### src/rtl/button_conditioner_pkg.sv
// Shared definitions for the push-button input path: button indices, 50 MHz default
// cycle counts and the auto-repeat state encoding.
package button_conditioner_pkg;

  localparam int BTN_A = 0;
  localparam int BTN_B = 1;
  localparam int BTN_C = 2;
  localparam int BTN_D = 3;

  localparam int N_BTN_DEFAULT               = 4;
  localparam int DEBOUNCE_CYCLES_DEFAULT     = 500_000;     // 10 ms at 50 MHz
  localparam int REPEAT_DELAY_CYCLES_DEFAULT = 20_000_000;  // 400 ms at 50 MHz
  localparam int REPEAT_RATE_CYCLES_DEFAULT  = 5_000_000;   // 100 ms at 50 MHz

  localparam logic [1:0] ST_IDLE   = 2'd0;
  localparam logic [1:0] ST_DELAY  = 2'd1;
  localparam logic [1:0] ST_REPEAT = 2'd2;

  function automatic int max_int(input int a, input int b);
    return (a > b) ? a : b;
  endfunction

endpackage

### src/rtl/button_conditioner_channel.sv
// One button: 2-FF synchronizer, debounce filter, press/release pulses and the
// auto-repeat state machine.
module button_conditioner_channel
  import button_conditioner_pkg::*;
#(
  parameter int ACTIVE_LOW          = 1,
  parameter int DEBOUNCE_CYCLES     = DEBOUNCE_CYCLES_DEFAULT,
  parameter int REPEAT_DELAY_CYCLES = REPEAT_DELAY_CYCLES_DEFAULT,
  parameter int REPEAT_RATE_CYCLES  = REPEAT_RATE_CYCLES_DEFAULT
) (
  input  logic clk,
  input  logic reset,
  input  logic btn_raw,
  input  logic repeat_en,
  output logic btn_level,
  output logic btn_press,
  output logic btn_release,
  output logic btn_repeat
);

  localparam logic RAW_IDLE = (ACTIVE_LOW != 0);
  localparam int   CNT_W    = max_int(1, $clog2(DEBOUNCE_CYCLES + 1));
  localparam int   TIMER_W  = max_int(1, $clog2(max_int(REPEAT_DELAY_CYCLES, REPEAT_RATE_CYCLES)));

  if (DEBOUNCE_CYCLES < 1) begin : g_bad_debounce
    $error("button_conditioner_channel: DEBOUNCE_CYCLES must be >= 1");
  end
  if (REPEAT_DELAY_CYCLES < 2 || REPEAT_RATE_CYCLES < 2) begin : g_bad_repeat
    $error("button_conditioner_channel: REPEAT_*_CYCLES must be >= 2");
  end

  logic               sync_1, sync_2;
  logic               pressed_in;
  logic [CNT_W-1:0]   db_cnt;
  logic               accept, rise, fall;
  logic [1:0]         state;
  logic [TIMER_W-1:0] timer;

  // NOTE: every clocked block uses non-blocking assignments so sync_2 samples the old sync_1.
  always_ff @(posedge clk or posedge reset) begin
    if (reset) begin
      sync_1 <= RAW_IDLE;
      sync_2 <= RAW_IDLE;
    end else begin
      sync_1 <= btn_raw;
      sync_2 <= sync_1;
    end
  end

  assign pressed_in = (ACTIVE_LOW != 0) ? ~sync_2 : sync_2;

  // A change is accepted once the synced input has disagreed with the level for
  // DEBOUNCE_CYCLES counted cycles plus the current one; any agreement restarts the count.
  assign accept = (pressed_in != btn_level) && (db_cnt == CNT_W'(DEBOUNCE_CYCLES));
  assign rise   = accept & pressed_in;
  assign fall   = accept & ~pressed_in;

  always_ff @(posedge clk or posedge reset) begin
    if (reset) begin
      db_cnt      <= '0;
      btn_level   <= 1'b0;
      btn_press   <= 1'b0;
      btn_release <= 1'b0;
    end else begin
      btn_press   <= rise;
      btn_release <= fall;
      if (pressed_in == btn_level || accept) begin
        db_cnt <= '0;
      end else begin
        db_cnt <= db_cnt + CNT_W'(1);
      end
      if (accept) begin
        btn_level <= pressed_in;
      end
    end
  end

  // Release or a dropped enable always returns to IDLE silently, even on a timer expiry.
  always_ff @(posedge clk or posedge reset) begin
    if (reset) begin
      state      <= ST_IDLE;
      timer      <= '0;
      btn_repeat <= 1'b0;
    end else begin
      btn_repeat <= 1'b0;
      case (state)
        ST_IDLE: begin
          timer <= '0;
          if (rise) begin
            btn_repeat <= 1'b1;
            if (repeat_en) state <= ST_DELAY;
          end
        end
        ST_DELAY: begin
          if (fall || !repeat_en) begin
            state <= ST_IDLE;
            timer <= '0;
          end else if (timer == TIMER_W'(REPEAT_DELAY_CYCLES - 1)) begin
            btn_repeat <= 1'b1;
            state      <= ST_REPEAT;
            timer      <= '0;
          end else begin
            timer <= timer + TIMER_W'(1);
          end
        end
        ST_REPEAT: begin
          if (fall || !repeat_en) begin
            state <= ST_IDLE;
            timer <= '0;
          end else if (timer == TIMER_W'(REPEAT_RATE_CYCLES - 1)) begin
            btn_repeat <= 1'b1;
            timer      <= '0;
          end else begin
            timer <= timer + TIMER_W'(1);
          end
        end
        default: begin
          state <= ST_IDLE;
          timer <= '0;
        end
      endcase
    end
  end

endmodule

### src/rtl/button_conditioner.sv
// Player-input front end: one independent conditioning channel per push button,
// turning raw asynchronous pins into clean clk-synchronous level/press/release/repeat events.
module button_conditioner
  import button_conditioner_pkg::*;
#(
  parameter int N_BTN               = N_BTN_DEFAULT,
  parameter int ACTIVE_LOW          = 1,
  parameter int DEBOUNCE_CYCLES     = DEBOUNCE_CYCLES_DEFAULT,
  parameter int REPEAT_DELAY_CYCLES = REPEAT_DELAY_CYCLES_DEFAULT,
  parameter int REPEAT_RATE_CYCLES  = REPEAT_RATE_CYCLES_DEFAULT
) (
  input  logic             clk,
  input  logic             reset,
  input  logic [N_BTN-1:0] btn_raw,
  input  logic [N_BTN-1:0] repeat_en,
  output logic [N_BTN-1:0] btn_level,
  output logic [N_BTN-1:0] btn_press,
  output logic [N_BTN-1:0] btn_release,
  output logic [N_BTN-1:0] btn_repeat
);

  for (genvar i = 0; i < N_BTN; i++) begin : g_channel
    button_conditioner_channel #(
      .ACTIVE_LOW          (ACTIVE_LOW),
      .DEBOUNCE_CYCLES     (DEBOUNCE_CYCLES),
      .REPEAT_DELAY_CYCLES (REPEAT_DELAY_CYCLES),
      .REPEAT_RATE_CYCLES  (REPEAT_RATE_CYCLES)
    ) u_channel (
      .clk         (clk),
      .reset       (reset),
      .btn_raw     (btn_raw[i]),
      .repeat_en   (repeat_en[i]),
      .btn_level   (btn_level[i]),
      .btn_press   (btn_press[i]),
      .btn_release (btn_release[i]),
      .btn_repeat  (btn_repeat[i])
    );
  end

endmodule

### config.mk
export PLATFORM = sky130hd
export DESIGN_NAME = button_conditioner
export DESIGN_NICKNAME = d
export VERILOG_FILES = /design/src/rtl/button_conditioner_pkg.sv /design/src/rtl/button_conditioner_channel.sv /design/src/rtl/button_conditioner.sv
export SDC_FILE = /design/constraint.sdc
export NUM_CORES = 1
export LEC_CHECK = 0
export CORE_MARGIN = 2
export CORE_UTILIZATION = 67
export CTS_BUF_LIST = sky130_fd_sc_hd__clkbuf_4 sky130_fd_sc_hd__clkbuf_8 sky130_fd_sc_hd__clkbuf_16
export DETAILED_ROUTE_END_ITERATION = 6
export PLACE_DENSITY = 0.84
export SETUP_SLACK_MARGIN = 0.05
export SLEW_MARGIN = 20
export SYNTH_ARGS = -nofsm -noshare
export SYNTH_HDL_FRONTEND = slang
export SYNTH_SLANG_ARGS = --single-unit
### constraint.sdc
create_clock -name clk -period 16.1 [get_ports clk]
set_clock_uncertainty 0.15 [all_clocks]
set_input_delay 3.22 -clock clk [delete_from_list [all_inputs] [get_ports clk]]
set_output_delay 3.22 -clock clk [all_outputs]
set_load 0.1 [all_outputs]
==> run metrics <==
status finished clean; Clk Latency, worst-skew pair 0.50 ns; #FFs+latches synth 208; Async SR Flop Fraction 100%; hold depth 0; Avg Cell Area, Syn 9.84 um2; Fmax achieved 0.184 GHz; RR Startpoint g_channel[1].u_channel.timer[0]; CTS sink cnt 208; RSZ-0062 raised after global routing false; initial antenna violation count 0; Inserted Clock Buffers 22; crit-path leading delay family buffers and inverters; leakage 0.00481 uW; Global Route Usage Sum 23.8%; CP required 12.73 ns; n_diodes 0; die footprint 17,200 um2; clk slew on worst S/H paths 0.06 ns; ys flop type dfrtp_1; CTS root buffer clkbuf_16; CP Capture Type output pin; R2R cell count 6; Initial Util 68.3%; Top Registers g_channel.u_channel.timer x100, g_channel.u_channel.db_cnt x76, g_channel.u_channel.state x8; drt pass-1 iters 5; core area 15,800 um2; Remaining DRCs 0; chip width 131 um; worst hold endpoint g_channel[2].u_channel.sync_2; Synth Instances 1,098; routed length per instance 14.7 um; max capacitance violation total 0; Seq/Total Area, Yosys 48.3%; cts repair resizes 0; CTS tree yes; flop2flop setup slack 13.31 ns; Worst Hold Launch g_channel[2].u_channel.sync_1; Ys Warns 0; vias per cell 5.81; Top reg by flops g_channel.u_channel.timer; Worst VDD drop 119 uV; Tcrit/Tclk final 33.8%; Final GP Congestion 0.836; Netlist cell types 66; Slew @ Worst Pin 1.06 ns; vias in the first global route 7,477; Worst path slowest cell clkdlybuf4s50_1; worst endpoint data arrival time 2.07 ns; Routed WL 19.8 mm; Worst Hold Class reg2reg; nets 1,150; adder-cell share of the synthesized area 3.24%; detailed placement HPWL 12.6 mm; share of cells above drive strength 1 7.28%; I/O Buffers 25; fin crit period 5.44 ns; Setup Viol. Count Final 0; Final Hold Viols 0; Slew headroom 28.7%; power density cells 91.6 nW/um2; CP Max Fanout 6; Total Power 1090 uW; H-tree levels 1; worst-path cell chain clkdlybuf4s50_1; Overflow after GRT 0; first-pass GRT wire length 33.9 mm; Syn Nets 1,136; Compound-Gate Fraction of Synth Area 4.13%; FF-to-FF End g_channel[1].u_channel.timer[14]; Syn Std Cell Area 10,800 um2; WP buf/inv 1; std cell rows 46; max reg flops 100; post-route ant nets 0; critical path class reg2out; Slowest Stage Delay on Critical Path 1.16 ns; number of synthesized flops with an enable pin 0; xor-xnor portion of the synthesized cell area 12.9%; pin count of the biggest net entering global routing 129; post-synthesis mux area share 0%; clock tree buffer depth 3; I/O pin cnt 26; die height 131 um; Final Max Slew Viols 0; setup TNS 0 ns; Iter 0 DRT Violations 478; crit start category register; post-synthesis simple-gate area fraction 27.8%; setup bufs post-CTS 0; main combinational cell family by area after synthesis simple AND/OR/NAND/NOR gates; WHS 0.209 ns; via count 7,799; hold buffer count at cts 0; P&R area growth vs syn 9.65%
per-stage QoR:
step | cells | setup WS [ns] | instance area (um2) | utilization [%]
2_1_floorplan | 1098 | 7.06 | 10800 | -
3_3_place_gp | 1304 | 10.53 | 11100 | 70.2
3_5_place_dp | 1304 | 10.50 | 11100 | 70.2
4_1_cts | 1342 | 10.64 | 11800 | 74.8
5_1_grt | 1342 | 10.58 | 11800 | 74.9
6_report | 1342 | 10.66 | 11800 | 74.9
synthesized netlist by cell type (4+ instances only):
master,instances,area (um2)
dfrtp_1,200,5000
nor2_1,198,743
xor2_1,80,701
xnor2_1,79,692
nand2_1,72,270
nand3_1,70,350
inv_1,43,161
nand4_1,37,231
nor3_1,34,170
ha_1,28,350
and3_1,27,169
and4_1,23,201
buf_4,20,150
nor4_1,18,113
nor4bb_1,11,110
clkbuf_1,10,37.5
nor2_2,10,62.6
o21ai_0,10,50.1
nor4b_1,9,78.8
and2_1,8,50.1
dfstp_2,8,210
or4b_1,6,60.1
a21oi_1,5,25.0
buf_2,5,25.0
o31a_1,5,43.8
or2_2,5,31.3
a21boi_1,4,30.0
nor3b_1,4,30.0
o211ai_1,4,30.0
o31ai_1,4,30.0
or4_1,4,30.0
cell type report:
| cell class | count | area (um2) |
|---|---|---|
| sequential | 208 | 5220 |
| multi-input combinational | 810 | 5200 |
| fill | 1074 | 3980 |
| clock buffer | 32 | 643 |
| tap | 216 | 270 |
| timing repair buffer | 27 | 269 |
| inverter | 43 | 169 |
| clock inverter | 6 | 80.1 |
cell usage in the layout, fill, tap and decap left out, drive strengths merged, types with 5 or more instances in the layout:
master	synthesis	layout
nor2	208	208
dfrtp	200	200
xor2	80	80
xnor2	79	79
nand2	72	72
nand3	70	70
inv	43	43
nand4	37	37
nor3	34	34
clkbuf	10	32
ha	28	28
and3	28	28
clkdlybuf4s50	0	25
and4	25	25
nor4	23	23
o21ai	13	13
nor4bb	11	11
nor4b	9	9
and2	8	8
dfstp	8	8
or4b	7	7
a21boi	7	7
or2	6	6
o211ai	6	6
o31a	5	5
a21oi	5	5
where the power goes:
| group | switching [uW] | internal (uW) | leakage (uW) |
|---|---|---|---|
| combinational | 31.1 | 16.0 | 0.00157 |
| sequential | 6.52 | 529 | 0.00287 |
| clock | 194 | 309 | 0.000369 |
cell families (layout without fill, tap and decap cells):
family | after synthesis | in the layout
and+or+nand+nor | 566 | 566
DFF | 208 | 208
xor gates and xnor gates | 159 | 159
buffers and inverters | 80 | 108
AOI/OAI and AO/OA | 57 | 57
adders and majority gates | 28 | 28
per-layer routing:
layer | GRT usage [%] | up-vias | wire (um)
met5 | 0 | - | 0
met2 | 39.0 | 124 | 9480
met4 | 7.26 | 0 | 372
li1 | - | 3795 | -
met1 | 33.0 | 3848 | 9220
met3 | 3.83 | 32 | 678
how the worst max path moves through the flow:
stage	from	endpoint	slack, ns	cells past startpoint
after floorplan	reset	g_channel[0].u_channel.btn_level	7.06	1
after global placement	reset	g_channel[0].u_channel.state[0]	10.53	3
after detailed placement	reset	g_channel[0].u_channel.timer[22]	10.50	3
after CTS	g_channel[2].u_channel.btn_level	btn_level[2]	10.64	1
after global routing	g_channel[2].u_channel.btn_level	btn_level[2]	10.58	1
final	g_channel[2].u_channel.btn_level	btn_level[2]	10.66	1
(Power assumes the default switching activity.)
